**config.mk**
```make
export PLATFORM = sky130hd
export DESIGN_NAME = bus_cycle_ctrl_flat
export DESIGN_NICKNAME = d
export VERILOG_FILES = /design/src/rtl/bus_cycle_ctrl_if.sv /design/src/rtl/bus_cycle_ctrl.sv /design/src/flat_wrapper.sv
export SDC_FILE = /design/constraint.sdc
export NUM_CORES = 1
export LEC_CHECK = 0
export ABC_CLOCK_PERIOD_IN_PS = 1580
export BUFFER_PORTS_ARGS = -buffer_cell sky130_fd_sc_hd__buf_2
export CAP_MARGIN = 20
export CORE_MARGIN = 2
export CORE_UTILIZATION = 46
export DETAILED_ROUTE_END_ITERATION = 10
export GPL_TIMING_DRIVEN = 0
export PLACE_DENSITY = 0.73
export SLEW_MARGIN = 20
export SYNTH_ARGS = -nofsm -noshare
export SYNTH_HDL_FRONTEND = slang
export SYNTH_SLANG_ARGS = --single-unit
```
**constraint.sdc**
```tcl
create_clock -name i_sclk -period 1.58 [get_ports i_sclk]
set_input_delay 0.237 -clock i_sclk [delete_from_list [all_inputs] [get_ports i_sclk]]
set_output_delay 0.237 -clock i_sclk [all_outputs]
set_load 0.02 [all_outputs]
```
**src/rtl/bus_cycle_ctrl_if.sv**
```systemverilog
// ---------------------------------------------------------------------------
// bus_cycle_ctrl_if
// CPU bus cycle signals between the CPU pins and bus_cycle_ctrl.
//   addr        CPU address, longword granular (bits [1:0] are don't-care)
//   dmac_n      SDMAC chip select, active low
//   as_n        CPU address strobe, active low
//   rw          1 = read, 0 = write
//   dmadir      CONTR direction bit, 0 = SCSI->memory
//   dsack_n     cycle acknowledge, active low
//   contr_rd_n  CONTR read select, active low (level)
//   contr_wr    CONTR write select (level)
//   istr_rd_n   ISTR read select, active low (level)
//   wtc_rd_n    WTC read select, active low (level)
//   acr_wr      ACR write select (level)
//   wdregreq    WD33C93 register access in progress (level)
//   st_dma      start-DMA strobe (1-cycle pulse)
//   sp_dma      stop-DMA strobe (1-cycle pulse)
//   clr_int     clear-interrupt strobe (1-cycle pulse)
//   flush_n     FIFO flush strobe, active low (1-cycle pulse)
// master = CPU side, slave = bus_cycle_ctrl.
// ---------------------------------------------------------------------------
interface bus_cycle_ctrl_if #(
    parameter int ADDR_W = 8
);
    logic [ADDR_W-1:0] addr;
    logic              dmac_n;
    logic              as_n;
    logic              rw;
    logic              dmadir;
    logic              dsack_n;
    logic              contr_rd_n;
    logic              contr_wr;
    logic              istr_rd_n;
    logic              wtc_rd_n;
    logic              acr_wr;
    logic              wdregreq;
    logic              st_dma;
    logic              sp_dma;
    logic              clr_int;
    logic              flush_n;

    modport master (
        output addr, dmac_n, as_n, rw, dmadir,
        input  dsack_n, contr_rd_n, contr_wr, istr_rd_n, wtc_rd_n, acr_wr,
               wdregreq, st_dma, sp_dma, clr_int, flush_n
    );

    modport slave (
        input  addr, dmac_n, as_n, rw, dmadir,
        output dsack_n, contr_rd_n, contr_wr, istr_rd_n, wtc_rd_n, acr_wr,
               wdregreq, st_dma, sp_dma, clr_int, flush_n
    );
endinterface

```
**src/rtl/bus_cycle_ctrl.sv**
```systemverilog
// ---------------------------------------------------------------------------
// bus_cycle_ctrl
// Synchronises the CPU bus cycle (as_n & dmac_n) into i_sclk, decodes the
// SDMAC / WD33C93 register map on the latched address, inserts wait states,
// drives dsack_n, holds level selects for the access and fires the command
// strobes once per bus cycle on ACK entry.
// Ports:
//   i_sclk   system clock, rising edge
//   i_rst_n  asynchronous active-low reset
//   io_bus   bus_cycle_ctrl_if.slave (CPU bus inputs, selects/strobes out)
//
// state  | meaning
// -------+---------------------------------------------------------------
// IDLE   | no access; waiting for synchronised cycle request
// DECODE | one cycle; selects valid, wait counter loaded
// WAIT   | counting down wait states
// ACK    | dsack_n low until the CPU ends the cycle
// ---------------------------------------------------------------------------
module bus_cycle_ctrl #(
    parameter int ADDR_W      = 8,
    parameter int SYNC_STAGES = 2,
    parameter int NUM_WAIT    = 2,
    parameter int WD_WAIT     = 4
) (
    input  logic              i_sclk,
    input  logic              i_rst_n,
    bus_cycle_ctrl_if.slave   io_bus
);

    typedef enum logic [1:0] {
        S_IDLE   = 2'd0,
        S_DECODE = 2'd1,
        S_WAIT   = 2'd2,
        S_ACK    = 2'd3
    } state_t;

    localparam logic [3:0] C_NUM_WAIT = 4'(NUM_WAIT);
    localparam logic [3:0] C_WD_WAIT  = 4'(WD_WAIT);

    state_t                   r_state;
    state_t                   w_next;
    logic [SYNC_STAGES-1:0]   r_sync;
    logic                     w_cyc;
    logic [ADDR_W-1:2]        r_addr;
    logic                     r_rw;
    logic                     r_dir;
    logic [3:0]               r_wait_cnt;
    logic                     w_wait_tc;
    logic                     w_enter_ack;
    logic                     r_st_dma;
    logic                     r_sp_dma;
    logic                     r_clr_int;
    logic                     r_flush;
    logic                     w_addr_unused;

    logic                     w_upper_zero;
    logic [5:0]               w_off;
    logic                     w_hit_wtc;
    logic                     w_hit_contr_rd;
    logic                     w_hit_contr_wr;
    logic                     w_hit_acr;
    logic                     w_hit_st;
    logic                     w_hit_flush;
    logic                     w_hit_clr;
    logic                     w_hit_istr;
    logic                     w_hit_sp;
    logic                     w_hit_wd;

    logic                     w_dsack_n;
    logic                     w_contr_rd_n;
    logic                     w_contr_wr;
    logic                     w_istr_rd_n;
    logic                     w_wtc_rd_n;
    logic                     w_acr_wr;
    logic                     w_wdregreq;

    // Address is longword granular; the byte bits never take part in decode.
    assign w_addr_unused = ^io_bus.addr[1:0];

    // Synchroniser idles high (no cycle) so reset looks like an idle bus.
    always_ff @(posedge i_sclk or negedge i_rst_n) begin
        if (!i_rst_n) begin
            r_sync <= '1;
        end else begin
            r_sync <= {r_sync[SYNC_STAGES-2:0], io_bus.as_n | io_bus.dmac_n};
        end
    end

    assign w_cyc = ~r_sync[SYNC_STAGES-1];

    // ---------------- decode of latched cycle attributes ----------------
    generate
        if (ADDR_W > 8) begin : g_upper
            assign w_upper_zero = (r_addr[ADDR_W-1:8] == '0);
        end else begin : g_no_upper
            assign w_upper_zero = 1'b1;
        end
    endgenerate

    assign w_off          = r_addr[7:2];
    assign w_hit_wtc      = w_upper_zero && (w_off == 6'h01) &&  r_rw;
    assign w_hit_contr_rd = w_upper_zero && (w_off == 6'h02) &&  r_rw;
    assign w_hit_contr_wr = w_upper_zero && (w_off == 6'h02) && !r_rw;
    assign w_hit_acr      = w_upper_zero && (w_off == 6'h03) && !r_rw;
    assign w_hit_st       = w_upper_zero && (w_off == 6'h04);
    assign w_hit_flush    = w_upper_zero && (w_off == 6'h05) && !r_dir;
    assign w_hit_clr      = w_upper_zero && (w_off == 6'h06);
    assign w_hit_istr     = w_upper_zero && (w_off == 6'h07) &&  r_rw;
    assign w_hit_sp       = w_upper_zero && (w_off == 6'h0F);
    // 0x40-0x5C: offsets 0x10-0x17
    assign w_hit_wd       = w_upper_zero && (w_off[5:3] == 3'b010);

    // Leaving WAIT at count 1 puts ACK W edges after DECODE; a count
    // loaded as 0 still spends exactly one cycle in WAIT.
    assign w_wait_tc   = (r_wait_cnt <= 4'd1);
    assign w_enter_ack = (r_state == S_WAIT) && (w_next == S_ACK);

    // ---------------- state register, latches, wait counter -------------
    always_ff @(posedge i_sclk or negedge i_rst_n) begin
        if (!i_rst_n) begin
            r_state    <= S_IDLE;
            r_addr     <= '0;
            r_rw       <= 1'b0;
            r_dir      <= 1'b0;
            r_wait_cnt <= 4'd0;
        end else begin
            r_state <= w_next;
            if ((r_state == S_IDLE) && w_cyc) begin
                r_addr <= io_bus.addr[ADDR_W-1:2];
                r_rw   <= io_bus.rw;
                r_dir  <= io_bus.dmadir;
            end
            if (r_state == S_DECODE) begin
                r_wait_cnt <= w_hit_wd ? C_WD_WAIT : C_NUM_WAIT;
            end else if ((r_state == S_WAIT) && (r_wait_cnt != 4'd0)) begin
                r_wait_cnt <= r_wait_cnt - 4'd1;
            end
        end
    end

    // ---------------- next state ----------------------------------------
    always_comb begin
        w_next = r_state;
        case (r_state)
            S_IDLE:   if (w_cyc) w_next = S_DECODE;
            S_DECODE: w_next = w_cyc ? S_WAIT : S_IDLE;
            S_WAIT: begin
                if (!w_cyc)         w_next = S_IDLE;
                else if (w_wait_tc) w_next = S_ACK;
            end
            S_ACK:    if (!w_cyc) w_next = S_IDLE;
            default:  w_next = S_IDLE;
        endcase
    end

    // Strobes are registered off the WAIT->ACK transition, which happens
    // once per bus cycle, so a long-held AS_ cannot retrigger them.
    always_ff @(posedge i_sclk or negedge i_rst_n) begin
        if (!i_rst_n) begin
            r_st_dma  <= 1'b0;
            r_sp_dma  <= 1'b0;
            r_clr_int <= 1'b0;
            r_flush   <= 1'b0;
        end else begin
            r_st_dma  <= w_enter_ack && w_hit_st;
            r_sp_dma  <= w_enter_ack && w_hit_sp;
            r_clr_int <= w_enter_ack && w_hit_clr;
            r_flush   <= w_enter_ack && w_hit_flush;
        end
    end

    // ---------------- outputs -------------------------------------------
    always_comb begin
        w_dsack_n    = 1'b1;
        w_contr_rd_n = 1'b1;
        w_contr_wr   = 1'b0;
        w_istr_rd_n  = 1'b1;
        w_wtc_rd_n   = 1'b1;
        w_acr_wr     = 1'b0;
        w_wdregreq   = 1'b0;
        if (r_state != S_IDLE) begin
            w_contr_rd_n = ~w_hit_contr_rd;
            w_contr_wr   =  w_hit_contr_wr;
            w_istr_rd_n  = ~w_hit_istr;
            w_wtc_rd_n   = ~w_hit_wtc;
            w_acr_wr     =  w_hit_acr;
            w_wdregreq   =  w_hit_wd;
        end
        if (r_state == S_ACK) begin
            w_dsack_n = 1'b0;
        end
    end

    assign io_bus.dsack_n    = w_dsack_n;
    assign io_bus.contr_rd_n = w_contr_rd_n;
    assign io_bus.contr_wr   = w_contr_wr;
    assign io_bus.istr_rd_n  = w_istr_rd_n;
    assign io_bus.wtc_rd_n   = w_wtc_rd_n;
    assign io_bus.acr_wr     = w_acr_wr;
    assign io_bus.wdregreq   = w_wdregreq;
    assign io_bus.st_dma     = r_st_dma;
    assign io_bus.sp_dma     = r_sp_dma;
    assign io_bus.clr_int    = r_clr_int;
    assign io_bus.flush_n    = ~r_flush;

endmodule

```
**src/flat_wrapper.sv**
```systemverilog
// flat-port wrapper written by rule: the top's interface ports become plain ports
module bus_cycle_ctrl_flat 
#(
    parameter int ADDR_W      = 8,
    parameter int SYNC_STAGES = 2,
    parameter int NUM_WAIT    = 2,
    parameter int WD_WAIT     = 4
)
  (i_sclk, i_rst_n, io_bus_addr, io_bus_dmac_n, io_bus_as_n, io_bus_rw, io_bus_dmadir, io_bus_dsack_n, io_bus_contr_rd_n, io_bus_contr_wr, io_bus_istr_rd_n, io_bus_wtc_rd_n, io_bus_acr_wr, io_bus_wdregreq, io_bus_st_dma, io_bus_sp_dma, io_bus_clr_int, io_bus_flush_n);
  bus_cycle_ctrl_if #(.ADDR_W(ADDR_W)) io_bus_i ();
  input  logic i_sclk;
  input  logic i_rst_n;
  input wire logic [$bits(io_bus_i.addr)-1:0] io_bus_addr;
  input wire logic [$bits(io_bus_i.dmac_n)-1:0] io_bus_dmac_n;
  input wire logic [$bits(io_bus_i.as_n)-1:0] io_bus_as_n;
  input wire logic [$bits(io_bus_i.rw)-1:0] io_bus_rw;
  input wire logic [$bits(io_bus_i.dmadir)-1:0] io_bus_dmadir;
  output wire logic [$bits(io_bus_i.dsack_n)-1:0] io_bus_dsack_n;
  output wire logic [$bits(io_bus_i.contr_rd_n)-1:0] io_bus_contr_rd_n;
  output wire logic [$bits(io_bus_i.contr_wr)-1:0] io_bus_contr_wr;
  output wire logic [$bits(io_bus_i.istr_rd_n)-1:0] io_bus_istr_rd_n;
  output wire logic [$bits(io_bus_i.wtc_rd_n)-1:0] io_bus_wtc_rd_n;
  output wire logic [$bits(io_bus_i.acr_wr)-1:0] io_bus_acr_wr;
  output wire logic [$bits(io_bus_i.wdregreq)-1:0] io_bus_wdregreq;
  output wire logic [$bits(io_bus_i.st_dma)-1:0] io_bus_st_dma;
  output wire logic [$bits(io_bus_i.sp_dma)-1:0] io_bus_sp_dma;
  output wire logic [$bits(io_bus_i.clr_int)-1:0] io_bus_clr_int;
  output wire logic [$bits(io_bus_i.flush_n)-1:0] io_bus_flush_n;
  assign io_bus_i.addr = io_bus_addr;
  assign io_bus_i.dmac_n = io_bus_dmac_n;
  assign io_bus_i.as_n = io_bus_as_n;
  assign io_bus_i.rw = io_bus_rw;
  assign io_bus_i.dmadir = io_bus_dmadir;
  assign io_bus_dsack_n = io_bus_i.dsack_n;
  assign io_bus_contr_rd_n = io_bus_i.contr_rd_n;
  assign io_bus_contr_wr = io_bus_i.contr_wr;
  assign io_bus_istr_rd_n = io_bus_i.istr_rd_n;
  assign io_bus_wtc_rd_n = io_bus_i.wtc_rd_n;
  assign io_bus_acr_wr = io_bus_i.acr_wr;
  assign io_bus_wdregreq = io_bus_i.wdregreq;
  assign io_bus_st_dma = io_bus_i.st_dma;
  assign io_bus_sp_dma = io_bus_i.sp_dma;
  assign io_bus_clr_int = io_bus_i.clr_int;
  assign io_bus_flush_n = io_bus_i.flush_n;
  bus_cycle_ctrl #(.ADDR_W(ADDR_W), .SYNC_STAGES(SYNC_STAGES), .NUM_WAIT(NUM_WAIT), .WD_WAIT(WD_WAIT)) u_core (.i_sclk(i_sclk), .i_rst_n(i_rst_n), .io_bus(io_bus_i));
endmodule
```
# == Word-level counts from Yosys, hierarchy flattened ==
# Cells that the tools add are included.
# word_totals
ff_bits,20
# op_classes
eq_ne,13
n_mux,16
add_sub_neg,1
magnitude_cmp,1
reduce_logical,19
bitwise,6
# ops
op,n
equality test 6 x 3 -> 1 bit (second input constant),4
logical AND 1 bit,13
equality test 6 x 2 -> 1 bit (second input constant),2
two-way mux 2 bit,5
two-way mux 4 bit,2
one-hot mux 2 bit (4 select lines),1
two-way mux 1 bit,7
equality test 2 bit (second input constant),3
equality test 6 x 1 -> 1 bit (second input constant),1
equality test 6 x 4 -> 1 bit (second input constant),1
inverter 1 bit,5
less-or-equal comparator 4 x 1 -> 1 bit (second input constant),1
nonzero test 2 bit,2
nonzero test 4 bit,1
subtractor 4 x 1 -> 4 bit (second input constant),1
equality test 3 x 2 -> 1 bit (second input constant),1
two-way mux 3 bit,1
equality test 2 x 1 -> 1 bit (second input constant),1
logical NOT 1 bit,2
logical NOT 2 bit,1
OR 1 bit,1

# == Depth between registers and ports, before layout ==
# depth
depth_word,7
ltp_mapped,5
ltp_nobuf,5

# == Least setup slack after synthesis ==
# OpenSTA, ideal clock, no wires.
# synth_path
path_kind,flip-flop to output port
start,reg u_core.r_state[0]
end,out io_bus_acr_wr
stages_incl_launch_ff,4
setup_slack_ns,-0.128
path_buffers,1
arrival_ns,1.471
path_cell_list,dfrtp_1 -> buf_4 -> o21ai_1 -> nor4b_1
# synth_via
elab_chain_cells,2
# synth_rtl
element,line_no,source
"start, declared",bus_cycle_ctrl.sv:40,state_t r_state;
"start signal, assigned",bus_cycle_ctrl.sv:127,r_state <= w_next;
nonzero test 2 bit,bus_cycle_ctrl.sv:181,if (r_state != S_IDLE) begin
two-way mux 1 bit,bus_cycle_ctrl.sv:181,
"end, declared",flat_wrapper.sv:23,output wire logic [$bits(io_bus_i.acr_wr)-1:0] io_bus_acr_wr;
# No other way between the ends.

# == Worst setup path in the final report ==
# layout_path
start,reg u_core.r_addr[5] in the netlist's numbering
end,out io_bus_wtc_rd_n
# layout_via
elab_chain_cells,4
# layout_rtl
element,line_no,source
"start, declared",bus_cycle_ctrl.sv:44,logic [ADDR_W-1:2] r_addr;
"start signal, assigned",bus_cycle_ctrl.sv:129,r_addr <= io_bus.addr[ADDR_W-1:2];
equality test 6 x 1 -> 1 bit,bus_cycle_ctrl.sv:101,assign w_hit_wtc = w_upper_zero && (w_off == 6'h01) && r_rw;
logical AND 1 bit,bus_cycle_ctrl.sv:101,
inverter 1 bit,bus_cycle_ctrl.sv:185,w_wtc_rd_n = ~w_hit_wtc;
two-way mux 1 bit,bus_cycle_ctrl.sv:181,
"end, declared",flat_wrapper.sv:22,output wire logic [$bits(io_bus_i.wtc_rd_n)-1:0] io_bus_wtc_rd_n;
# No other way between the ends.

==> results.toml <==
[clocking]
cts_root_buffer = "clkbuf_4"
clock_sinks = 20
cts_buffer_depth = 2
cts_tree = "yes"
clkLatencyLatePin_ns = 0.30
h-tree-depth = 1
clkTransAtPathRegs_ns = 0.11
cts_buffers = 3

[grt]
grt_pass1_wl_mm = 4.146
grt_start_max_net_pins = 21
grtUsageTotal_pct = 21.48
grt_pass1_vias = 906
grt_overflow = 0
antenna_found_initial = 0

[finish]
num-fill-cells = 148
layoutNonFillerInstCount = 162
antenna_cells = 0
drive_gt1_share_pct = 60.74
post-route-util_pct = 73.89
area_growth_pct = 47.41
finalNetCount = 153

[routing]
drtPass1Iterations = 5
vias = 925
vias_per_cell = 5.710
post_drt_wl_per_cell_um = 16.41
totalWireLength_mm = 2.658
drt_iter0_drc = 29
drtAntennaViolNets = 0
drc_errors = 0

[floorplanning]
rows = 16
io_pins = 25
die_y_um = 50.94
core_um2 = 2022
initial_core_util_pct = 50.12
die_w_um = 50.94
dieArea_um2 = 2595

[timing]
tightest_slew_ns = 0.5053
setup_viol = 6
fmax_mhz = 569.3
rsz0062_at_grt = "true"
hold_violations = 0
setup_tns_ns = -0.8284
whs_ns = 0.1160
fin_crit_sh_pct = 111.2
fin_crit_ns = 1.757
setup_slack_ns = -0.1767
final_max_slew_viol_count = 0
skew_ns = 0.003370
maxSlewHeadroom_pct = 65.84

[setup_path]
cp_max_fo = 3
crit_type = "flip-flop to primary output"
ff2ff_setup_slack_ns = -0.15
worstPathArrival_ns = 1.52
endpoint_kind = "primary output"
cp-start-kind = "flip-flop"
required_ns = 1.34

[synth]
synth.net_count = 106
yosysWarnings = 0
synth.area.top_cells = "dfrtp_1 44%, mux2_2 7.8%, dfstp_2 5.2%, ha_1 3.7%, inv_1 2.2%"
synth_ff_type = "dfrtp_1"
yosysSeqAreaShare_pct = 49.63
avgSynthCellArea_um2 = 11.39
synth_edf_count = 0
synth_seq_cells = 20
synth_cell_type_count = 38
synth_cells = 89
async_flop_share_pct = 100.0
synth.top_cell.area_share_pct = 44.44
syn_area_um2 = 1013
yosysTopAreaCell = "dfrtp_1"

[placement]
post-dp-hpwl_mm = 1.390
routabilityCongestion = 0.8565
io_buffers = 22
dp.cells = 138

[job]
drv_cap = 0

[outcome]
status = "finished, violations left"
violations = "negative setup slack"

[power]
max-vdd-ir-drop_mv = 0.6233
total_power_mw = 1.366
powerDensity_nw_per_um2 = 914.2
leakagePower_nw = 0.6417

[min_path]
hold_class = "input port to flip-flop"
==> placed cells by master, fill, tap and decap left out, types with 3 or more instances in the layout <==
master	instances
a21oi_1	3
buf_2	15
buf_4	17
buf_6	12
clkbuf_4	3
dfrtp_1	17
inv_1	3
mux2_2	7
nand2_1	3
nor2_1	3
nor3_1	3
==> worst paths after layout <==
kind	from	endpoint	depth (start not counted)
max	u_core.r_addr[5]	io_bus_wtc_rd_n	4
min	io_bus_as_n	u_core.r_sync[0]	2
max reg2reg	u_core.r_addr[7]	u_core.io_bus.clr_int	11
min reg2reg	u_core.r_sync[0]	u_core.r_sync[1]	0
max in group asynchronous	i_rst_n	u_core.r_sync[1]	2
min in group asynchronous	i_rst_n	u_core.io_bus.clr_int	2
==> power by group <==
part	total (mW)	switching (mW)	internal, mW
Sequential	0.670	0.0898	0.580
Combinational	0.443	0.202	0.241
Clock	0.253	0.154	0.0984
Total	1.37	0.447	0.919
==> cells by family after synthesis <==
family / share of synthesized area [%]
AO/OA/AOI/OAI: 12.72
AND/OR/NAND/NOR: 21.98
flip-flops: 49.63
buffers and inverters: 4.196
multiplexers: 7.778
adder cells (fa/ha/maj): 3.704
==> metrics by stage <==
step	cell area [µm²]	worst slack (ns)
after floorplan	1026	0.08627
after global placement	1170	0.01452
after detailed placement	1170	-0.004307
after CTS	1403	-0.1437
after global routing	1494	-0.2653
final	1494	-0.1767
==> sequential cells by signal, summed over array words and instances, names as in the netlist <==
register               count
u_core.r_dir               1
u_core.r_addr              6
u_core.r_wait_cnt          4
u_core.r_state             2
u_core.r_flush             1
u_core.r_rw                1
u_core.r_sync              2
u_core.io_bus.st_dma       1
u_core.io_bus.clr_int      1
u_core.io_bus.sp_dma       1
==> synthesized netlist by cell type, drive strengths merged, types with 2 or more instances <==
cell / instances
dfrtp: 18
mux2: 7
inv: 6
nand2: 5
nor2: 5
nor3: 4
a211o: 3
a21oi: 3
buf: 3
ha: 3
nor4b: 3
o21ai: 3
and3: 2
dfstp: 2
nand3: 2
nand3b: 2
nand4: 2
or3: 2
==> worst max-delay path: stages (launching register included) <==
cell     delay, ns
dfrtp_1       0.41
o21ba_4       0.23
nand2_2       0.06
or3_4         0.38
buf_6         0.14
==> routing by layer <==
layer  track usage, %  vias to the layer above  share of wire, %  routed length (µm)
li1                 -                      421                 -                   -
met4            8.108                        0               3.2                  84
met2            35.71                       37                50                1329
met3            3.509                       11               4.5                 119
met1            28.05                      456                42                1125
met5                0                        -                 0                   0
==> layout make-up <==
type | count | area, µm² | area share [%]
Buffer | 3 | 33.78 | 2.261
Tap cell | 27 | 33.78 | 2.261
Sequential cell | 20 | 504.2 | 33.75
Inverter | 6 | 25.02 | 1.675
Timing Repair Buffer | 42 | 314.1 | 21.02
Multi-Input combinational cell | 60 | 556.8 | 37.27
Clock buffer | 4 | 26.28 | 1.759
==> timing repair <==
item / 4_1_cts / 5_1_grt
setup buffers: 15 / 4
endpoints found under the setup margin: 8 / 12
hold buffers: 1 / 0
resized for setup: 25 / 16
hold endpoints to repair: 18 / 0
pin swaps: 6 / 0
Note: power is estimated with default switching activity, not from simulation.
